--- config.mk ---
export PLATFORM = sky130hd
export DESIGN_NAME = mac_pe_param
export DESIGN_NICKNAME = d
export VERILOG_FILES = /design/src/rtl/mac_pe_param.sv
export SDC_FILE = /design/constraint.sdc
export NUM_CORES = 1
export LEC_CHECK = 0
export ABC_CLOCK_PERIOD_IN_PS = 8650
export CAP_MARGIN = 10
export CORE_MARGIN = 1.5
export CORE_UTILIZATION = 45
export DETAILED_ROUTE_END_ITERATION = 16
export GPL_ROUTABILITY_DRIVEN = 0
export PLACE_DENSITY_LB_ADDON = 0.3
export SLEW_MARGIN = 5
export SYNTH_ARGS = -nofsm -noshare
export SYNTH_HDL_FRONTEND = slang
export SYNTH_SLANG_ARGS = --single-unit
export TNS_END_PERCENT = 50
--- constraint.sdc ---
create_clock -name clk -period 8.65 [get_ports clk]
set_clock_uncertainty 0.2 [all_clocks]
set_input_delay 1.2975 -clock clk [delete_from_list [all_inputs] [get_ports clk]]
set_output_delay 1.2975 -clock clk [all_outputs]
set_load 0.01 [all_outputs]
--- src/rtl/mac_pe_param.sv ---
// mac_pe_param -- weight-stationary multiply-accumulate processing element
// for a systolic array.
//
// Weights shift down a column through inp_north/outp_south, one PE per
// wload cycle. Activations move east and partial sums accumulate west to
// east: result = inp_west + W * inp_matrix, one cycle of latency.
//
// Ports
//   clk, rst          clock (rising edge), async active-high reset
//   en                clock enable, 0 = every register holds
//   wload             weight-load strobe (wins over vld_in)
//   inp_north         weight chain in        outp_south  weight chain out
//   wload_out         wload forwarded south
//   inp_matrix        activation in          act_east    activation out
//   inp_west          partial sum in         result      partial sum out
//   vld_in            activation valid       vld_out     result valid
//   ovf               sticky overflow (cleared by wload)
//   mac_cnt           MACs since last load, saturating
//   st                FSM state: 0 EMPTY, 1 LOADED, 2 RUN
module mac_pe_param #(
    parameter int DW     = 8,
    parameter int AW     = 20,
    parameter int SIGNED = 0,
    parameter int SAT    = 1
) (
    input  logic          clk,
    input  logic          rst,
    input  logic          en,
    input  logic          wload,
    input  logic [DW-1:0] inp_north,
    output logic [DW-1:0] outp_south,
    output logic          wload_out,
    input  logic [DW-1:0] inp_matrix,
    output logic [DW-1:0] act_east,
    input  logic [AW-1:0] inp_west,
    input  logic          vld_in,
    output logic [AW-1:0] result,
    output logic          vld_out,
    output logic          ovf,
    output logic [15:0]   mac_cnt,
    output logic [1:0]    st
);

    localparam logic [1:0] EMPTY  = 2'd0;
    localparam logic [1:0] LOADED = 2'd1;
    localparam logic [1:0] RUN    = 2'd2;

    logic [1:0]    state_q, state_d;
    logic [DW-1:0] w_q, south_q, act_q;
    logic [AW-1:0] res_q, res_d;
    logic          vld_q, wlo_q, ovf_q;
    logic [15:0]   cnt_q;

    logic load, mac_go;
    assign load   = en & wload;
    assign mac_go = en & vld_in & ~wload;

    // ---------------- FSM: state register ----------------
    always_ff @(posedge clk or posedge rst) begin
        if (rst) state_q <= EMPTY;
        else     state_q <= state_d;
    end

    // ---------------- FSM: next state ----------------
    always_comb begin
        state_d = state_q;
        if (load) begin
            state_d = LOADED;
        end else if (en) begin
            case (state_q)
                LOADED:  if (vld_in)  state_d = RUN;
                RUN:     if (!vld_in) state_d = LOADED;
                default: state_d = state_q;
            endcase
        end
    end

    // ---------------- FSM: outputs ----------------
    // Until a weight has been loaded the PE behaves as a wire for the
    // partial sum, so the weight reads as zero and MACs are not counted.
    logic [DW-1:0] w_eff;
    logic          cnt_inc;
    always_comb begin
        w_eff   = (state_q == EMPTY) ? '0 : w_q;
        cnt_inc = mac_go && (state_q != EMPTY) && (cnt_q != 16'hFFFF);
    end

    // ---------------- datapath ----------------
    // The sum is formed one bit wider than AW so overflow can be read off
    // the extra bit (unsigned carry, or sign disagreement when signed).
    logic [2*DW-1:0]        prod_u, prod;
    logic signed [2*DW-1:0] prod_s;
    logic [AW:0]            prod_x, west_x, sum;
    logic                   ovf_det;
    logic [AW-1:0]          clamp;

    always_comb begin
        prod_u = {{DW{1'b0}}, w_eff} * {{DW{1'b0}}, inp_matrix};
        prod_s = $signed({{DW{w_eff[DW-1]}}, w_eff}) *
                 $signed({{DW{inp_matrix[DW-1]}}, inp_matrix});
        prod   = (SIGNED != 0) ? $unsigned(prod_s) : prod_u;
        prod_x = {{(AW+1-2*DW){(SIGNED != 0) & prod[2*DW-1]}}, prod};
        west_x = {(SIGNED != 0) & inp_west[AW-1], inp_west};
        sum    = west_x + prod_x;
        if (SIGNED != 0) begin
            ovf_det = sum[AW] ^ sum[AW-1];
            clamp   = sum[AW] ? {1'b1, {(AW-1){1'b0}}} : {1'b0, {(AW-1){1'b1}}};
        end else begin
            ovf_det = sum[AW];
            clamp   = '1;
        end
        res_d = (ovf_det && (SAT != 0)) ? clamp : sum[AW-1:0];
    end

    always_ff @(posedge clk or posedge rst) begin
        if (rst) begin
            w_q     <= '0;
            south_q <= '0;
            act_q   <= '0;
            res_q   <= '0;
            vld_q   <= 1'b0;
            wlo_q   <= 1'b0;
            ovf_q   <= 1'b0;
            cnt_q   <= '0;
        end else if (load) begin
            w_q     <= inp_north;
            south_q <= w_q;
            wlo_q   <= 1'b1;
            ovf_q   <= 1'b0;
            cnt_q   <= '0;
            vld_q   <= 1'b0;
        end else if (en) begin
            wlo_q <= 1'b0;
            if (mac_go) begin
                res_q <= res_d;
                vld_q <= 1'b1;
                act_q <= inp_matrix;
                if (ovf_det) ovf_q <= 1'b1;
                if (cnt_inc) cnt_q <= cnt_q + 16'd1;
            end else begin
                vld_q <= 1'b0;
            end
        end
    end

    assign outp_south = south_q;
    assign wload_out  = wlo_q;
    assign act_east   = act_q;
    assign result     = res_q;
    assign vld_out    = vld_q;
    assign ovf        = ovf_q;
    assign mac_cnt    = cnt_q;
    assign st         = state_q;

endmodule

* Yosys cells after proc, flatten, opt, wreduce, memory -nomap -nowiden
Index checks and enable logic that the tools add are counted.
** Word-level totals
- Input bits :: 41
- Word-level logic and storage cells :: 55
- Register bits :: 65
** Cells by class
- Reductions and logical operators :: 13
- Equality and inequality tests :: 5
- Multipliers :: 1
- Bitwise operators :: 5
- Multiplexer cells :: 20
- Add/subtract/negate cells :: 2
** Operators with widths (count)
- two-way mux 16 bit :: 4
- adder 20 x 16 -> 21 bit :: 1
- two-way mux 20 bit :: 1
- adder 16 x 1 -> 16 bit (second input constant) :: 1
- multiplier 8 x 8 -> 16 bit :: 1
- != test 16 bit (second input constant) :: 1
- nonzero test 2 bit :: 5
- two-way mux 1 bit :: 9
- AND reduction 3 bit :: 3
- two-way mux 2 bit :: 4
- two-way mux 8 bit :: 1
- != test 3 bit (second input constant) :: 2
- case mux 2 bit (2 select lines) :: 1
- AND reduction 4 bit :: 1
- AND 1 bit :: 3
- nonzero test 3 bit :: 1
- equality test 2 x 1 -> 1 bit (second input constant) :: 1
- equality test 2 bit (second input constant) :: 1
- logical AND 1 bit :: 2
- logical NOT 2 bit :: 1
- NOT 1 bit :: 2

* Logic depth before layout (Yosys ltp)
- Word-level depth :: 8
- Mapped depth :: 20
- Depth with buffers taken out :: 18

* Worst setup path after synthesis
Ideal clock, no wire load.
- Path type :: input -> register
- Start :: input inp_matrix[1]
- End :: register res_q[6], in the netlist result[6]
- Slack :: 3.027 ns
- Buffers on the path :: 2
- Stages :: 17
- Data arrival time :: 5.273 ns
- Path through :: buf_1 nand2_1 fa_1 inv_1 fa_1 fa_1 inv_1 fa_1 inv_1 ha_1 a21oi_1 o211ai_2 a2111oi_2 a211oi_2 nand2_4 buf_8 a31oi_4
** On the way
- Longest elaborated chain between the ends :: 3
** Ends and longest elaborated chain
- start, declared :: RTL line 33 : input logic [DW-1:0] inp_matrix,
- multiplier 8 x 8 -> 16 bit :: RTL line 98 : prod_u = {{DW{1'b0}}, w_eff} * {{DW{1'b0}}, inp_matrix};
- adder 20 x 16 -> 21 bit :: RTL line 104 : sum = west_x + prod_x;
- two-way mux 20 bit :: RTL line 112 : res_d = (ovf_det && (SAT != 0)) ? clamp : sum[AW-1:0];
- end signal, assigned :: RTL line 135 : res_q <= res_d;
- end, declared :: RTL line 50 : logic [AW-1:0] res_q, res_d;
Every way passes these cells.
A chain may end at the register's enable or synchronous reset.

* Worst setup path after layout
- Start :: input inp_matrix[7]
- End :: register res_q[10], in the netlist result[10]
Same word-level chain as after synthesis.

==> reports/metrics.yaml <==
powerDensity_nw_per_um2: 287
setup_tns_ns: 0
synth_area_um2: 5620
syn-instance-count: 631
drive_above_1_share_pct: 4.75
r2r_cells: 17
vias: 4564
ctsHoldBuffers: 0
cp_common_cell: "fa_1"
cts_resized: 0
fin_cells: 884
worstSetupStartpointType: "primary input"
synth_edf_count: 0
fmax_mhz: 162
start_util_pct: 46.4
end_kind: "register"
synth_fp_nets: 764
gr-total-overflow: 0
pre_cts_ws_ns: 2.16
die-area_um2: 13200
io_buffers: 97
path_max_fanout: 19
synth.avg_cell_area_um2: 8.91
final_hold_viol_count: 0
crit_end: "result[10]"
cts.htree.levels: 3
cp.arrival_ns: 6.13
area_growth_syn_to_layout_pct: 23.9
cp_cell_sequence: "clkdlybuf4s50_1 > nand3_1 > fa_1 > fa_1 > inv_1 > fa_1 > inv_1 > fa_1 > inv_1 > ha_1 > a21oi_1 > o211ai_2 > a2111oi_2 > a211oi_2 > nand2_4 > a31oi_1"
track_usage_pct: 20.5
clock_latency_ns: 0.33
ir_worst_vdd_uv: 166
slew_headroom_pct: 25.6
r2r-end: "result[10]"
post-route-drc-count: 0
run_status: "completed"
r2r_start: "st[1]"
post_drt_wl_per_cell_um: 14.6
dieHeight_um: 115
setup_ws_ns: 2.48
cts_setup_buffers: 0
period_needed_ns: 6.17
dp_hpwl_um: 9960
finalMaxSlewViolations: 0
worst-path-stages: 16
synth-seq-area-share_pct: 28.9
grt_pass1_vias: 4521
synth_seq_cells: 65
crit_path_max_incr_delay_ns: 0.64
grt_pass1_wl_um: 21300
hp-class: "reg2reg"
path_clk_slew_ns: 0.05
cts_root_buffer: "clkbuf_16"
nNetsFinal: 844
wl_um: 12900
setup_viol: 0
synthArstFlopShare_pct: 100
first_iter_violations: 290
cts_sinks: 65
grt_max_degree: 66
ctsLongestPathBuffers: 2
critical-path-top-delay-family: "adder cells"
io_pins: 98
reg2reg_slack_ns: 2.66
synth_ff_type: "dfrtp_1"
period_share_pct: 71.3
coreArea_um2: 12100
ys_warn_count: 0
cap_violations: 0
timing.critical_path.buf_inv: 4
viasPerCell: 5.16
synth.distinct_cells: 52
die_x_um: 115
dp_cells: 868
dr.pass1.iters: 5
crit_slowest_cell: "clkdlybuf4s50_1"
cts_buffers: 9
worst_pin_slew_ns: 1.12
num_rows: 40
p_leak_nw: 3.49
cp_data_required_time_ns: 8.61
startpoint: "inp_matrix[7]"
ant_nets: 0
fin_util_pct: 57.5
n_antenna_cell: 0
rsz0062_at_grt: "no"
path_class: "in2reg"
fin_hold_ws_ns: 0.280
tritoncts: "done"
antenna_found_initial: 0
-- where the power goes --
part           switching (mW)  internal [mW]
Sequential             0.0502          0.365
Combinational           0.683          0.542
Clock                   0.137          0.223
Total                   0.870           1.13
-- per-stage QoR --
| stage | cell area (um^2) | power (mW) |
|---|---|---|
| 6_report | 6970 | 2.00 |
| 5_1_grt | 6970 | 2.18 |
| 4_1_cts | 6970 | 2.02 |
| 3_5_place_dp | 6680 | 1.64 |
| 3_3_place_gp | 6680 | 1.61 |
| 2_1_floorplan | 5620 | 1.31 |
-- logic make-up after synthesis --
| group | count (synthesis) | share of synthesized area [%] |
|---|---|---|
| flip-flops | 65 | 28.9 |
| XOR/XNOR | 27 | 4.20 |
| multiplexers | 1 | 0.178 |
| AO/OA/AOI/OAI | 79 | 10.9 |
| buffers and inverters | 134 | 9.41 |
| adder cells (fa/ha/maj) | 92 | 27.1 |
| AND/OR/NAND/NOR | 233 | 19.3 |
-- worst reg2reg max path, stage by stage (launching register included) --
cell	delay, ns
dfrtp_1	0.42
or2_2	0.66
and2_1	0.41
nand2_1	0.13
fa_1	0.54
inv_1	0.05
fa_1	0.47
fa_1	0.56
inv_1	0.06
fa_1	0.53
inv_1	0.04
ha_1	0.34
a21oi_1	0.27
o211ai_2	0.18
a2111oi_2	0.42
a211oi_2	0.12
nand2_4	0.29
a31oi_1	0.14
-- cells in the final DEF (no fill, tap or decap), drive strengths merged, types with 2 or more instances in the layout --
cell type	count
dfrtp	65
o21ai	11
clkbuf	11
ha	42
a31oi	17
nor2	45
a211oi	3
a21oi	22
or2	2
o211ai	5
inv	105
clkinv	3
nand3	23
fa	50
a21o	7
and2	7
and4	3
xor2	11
o21a	2
xnor2	16
and3	39
nand2b	3
nand4	3
nand2	101
clkdlybuf4s50	97
nor3	3
-- flip-flops by register name, summed over array words and instances (netlist names) --
name,flops
vld_out,1
outp_south,8
st,2
result,20
act_east,8
w_q,8
wload_out,1
ovf,1
mac_cnt,16
-- per-layer routing --
layer / global-route usage (%) / part of all wire, % / vias up
met5: 0 / 0 / -
met4: 6.50 / 1.5 / 0
met3: 3.80 / 4.9 / 15
met2: 34.7 / 51 / 116
met1: 27.0 / 42 / 2243
li1: - / - / 2190
-- area by class of cell --
type,count,area [um^2]
clock buffers,11,233
clock inverters,5,56.3
fillers,1095,5140
inverters,105,394
multi-input cells,432,3470
flip-flops and latches,65,1630
well taps,168,210
repair buffers,98,978
-- worst min-delay path by stage --
| stage | start | to | slack (ns) | cells after the start |
|---|---|---|---|---|
| floorplan | w_q[5] | outp_south[5] | 0.28 | 2 |
| global placement | act_east[2] | act_east[2] | 0.26 | 2 |
| detailed placement | outp_south[5] | outp_south[5] | 0.27 | 2 |
| CTS | outp_south[5] | outp_south[5] | 0.29 | 2 |
| global route | outp_south[2] | outp_south[2] | 0.30 | 2 |
| finish | act_east[4] | act_east[4] | 0.28 | 2 |
-- synth_stat cells (all sizes together) (3+ instances only) --
cell	n	area, um^2
inv	105	394
nand2	101	387
dfrtp	65	1630
fa	50	1000
nor2	45	169
ha	42	526
and3	39	244
nand3	23	115
a21oi	22	114
clkbuf	22	82.6
a31oi	17	181
xnor2	16	140
o21ai	11	58.8
xor2	11	96.3
a21o	7	52.6
and2	7	43.8
buf	7	52.6
o211ai	5	47.5
a211oi	3	32.5
and4	3	26.3
nand2b	3	18.8
nand4	3	18.8
nor3	3	20.0
Power figures use the tool's default switching activity.
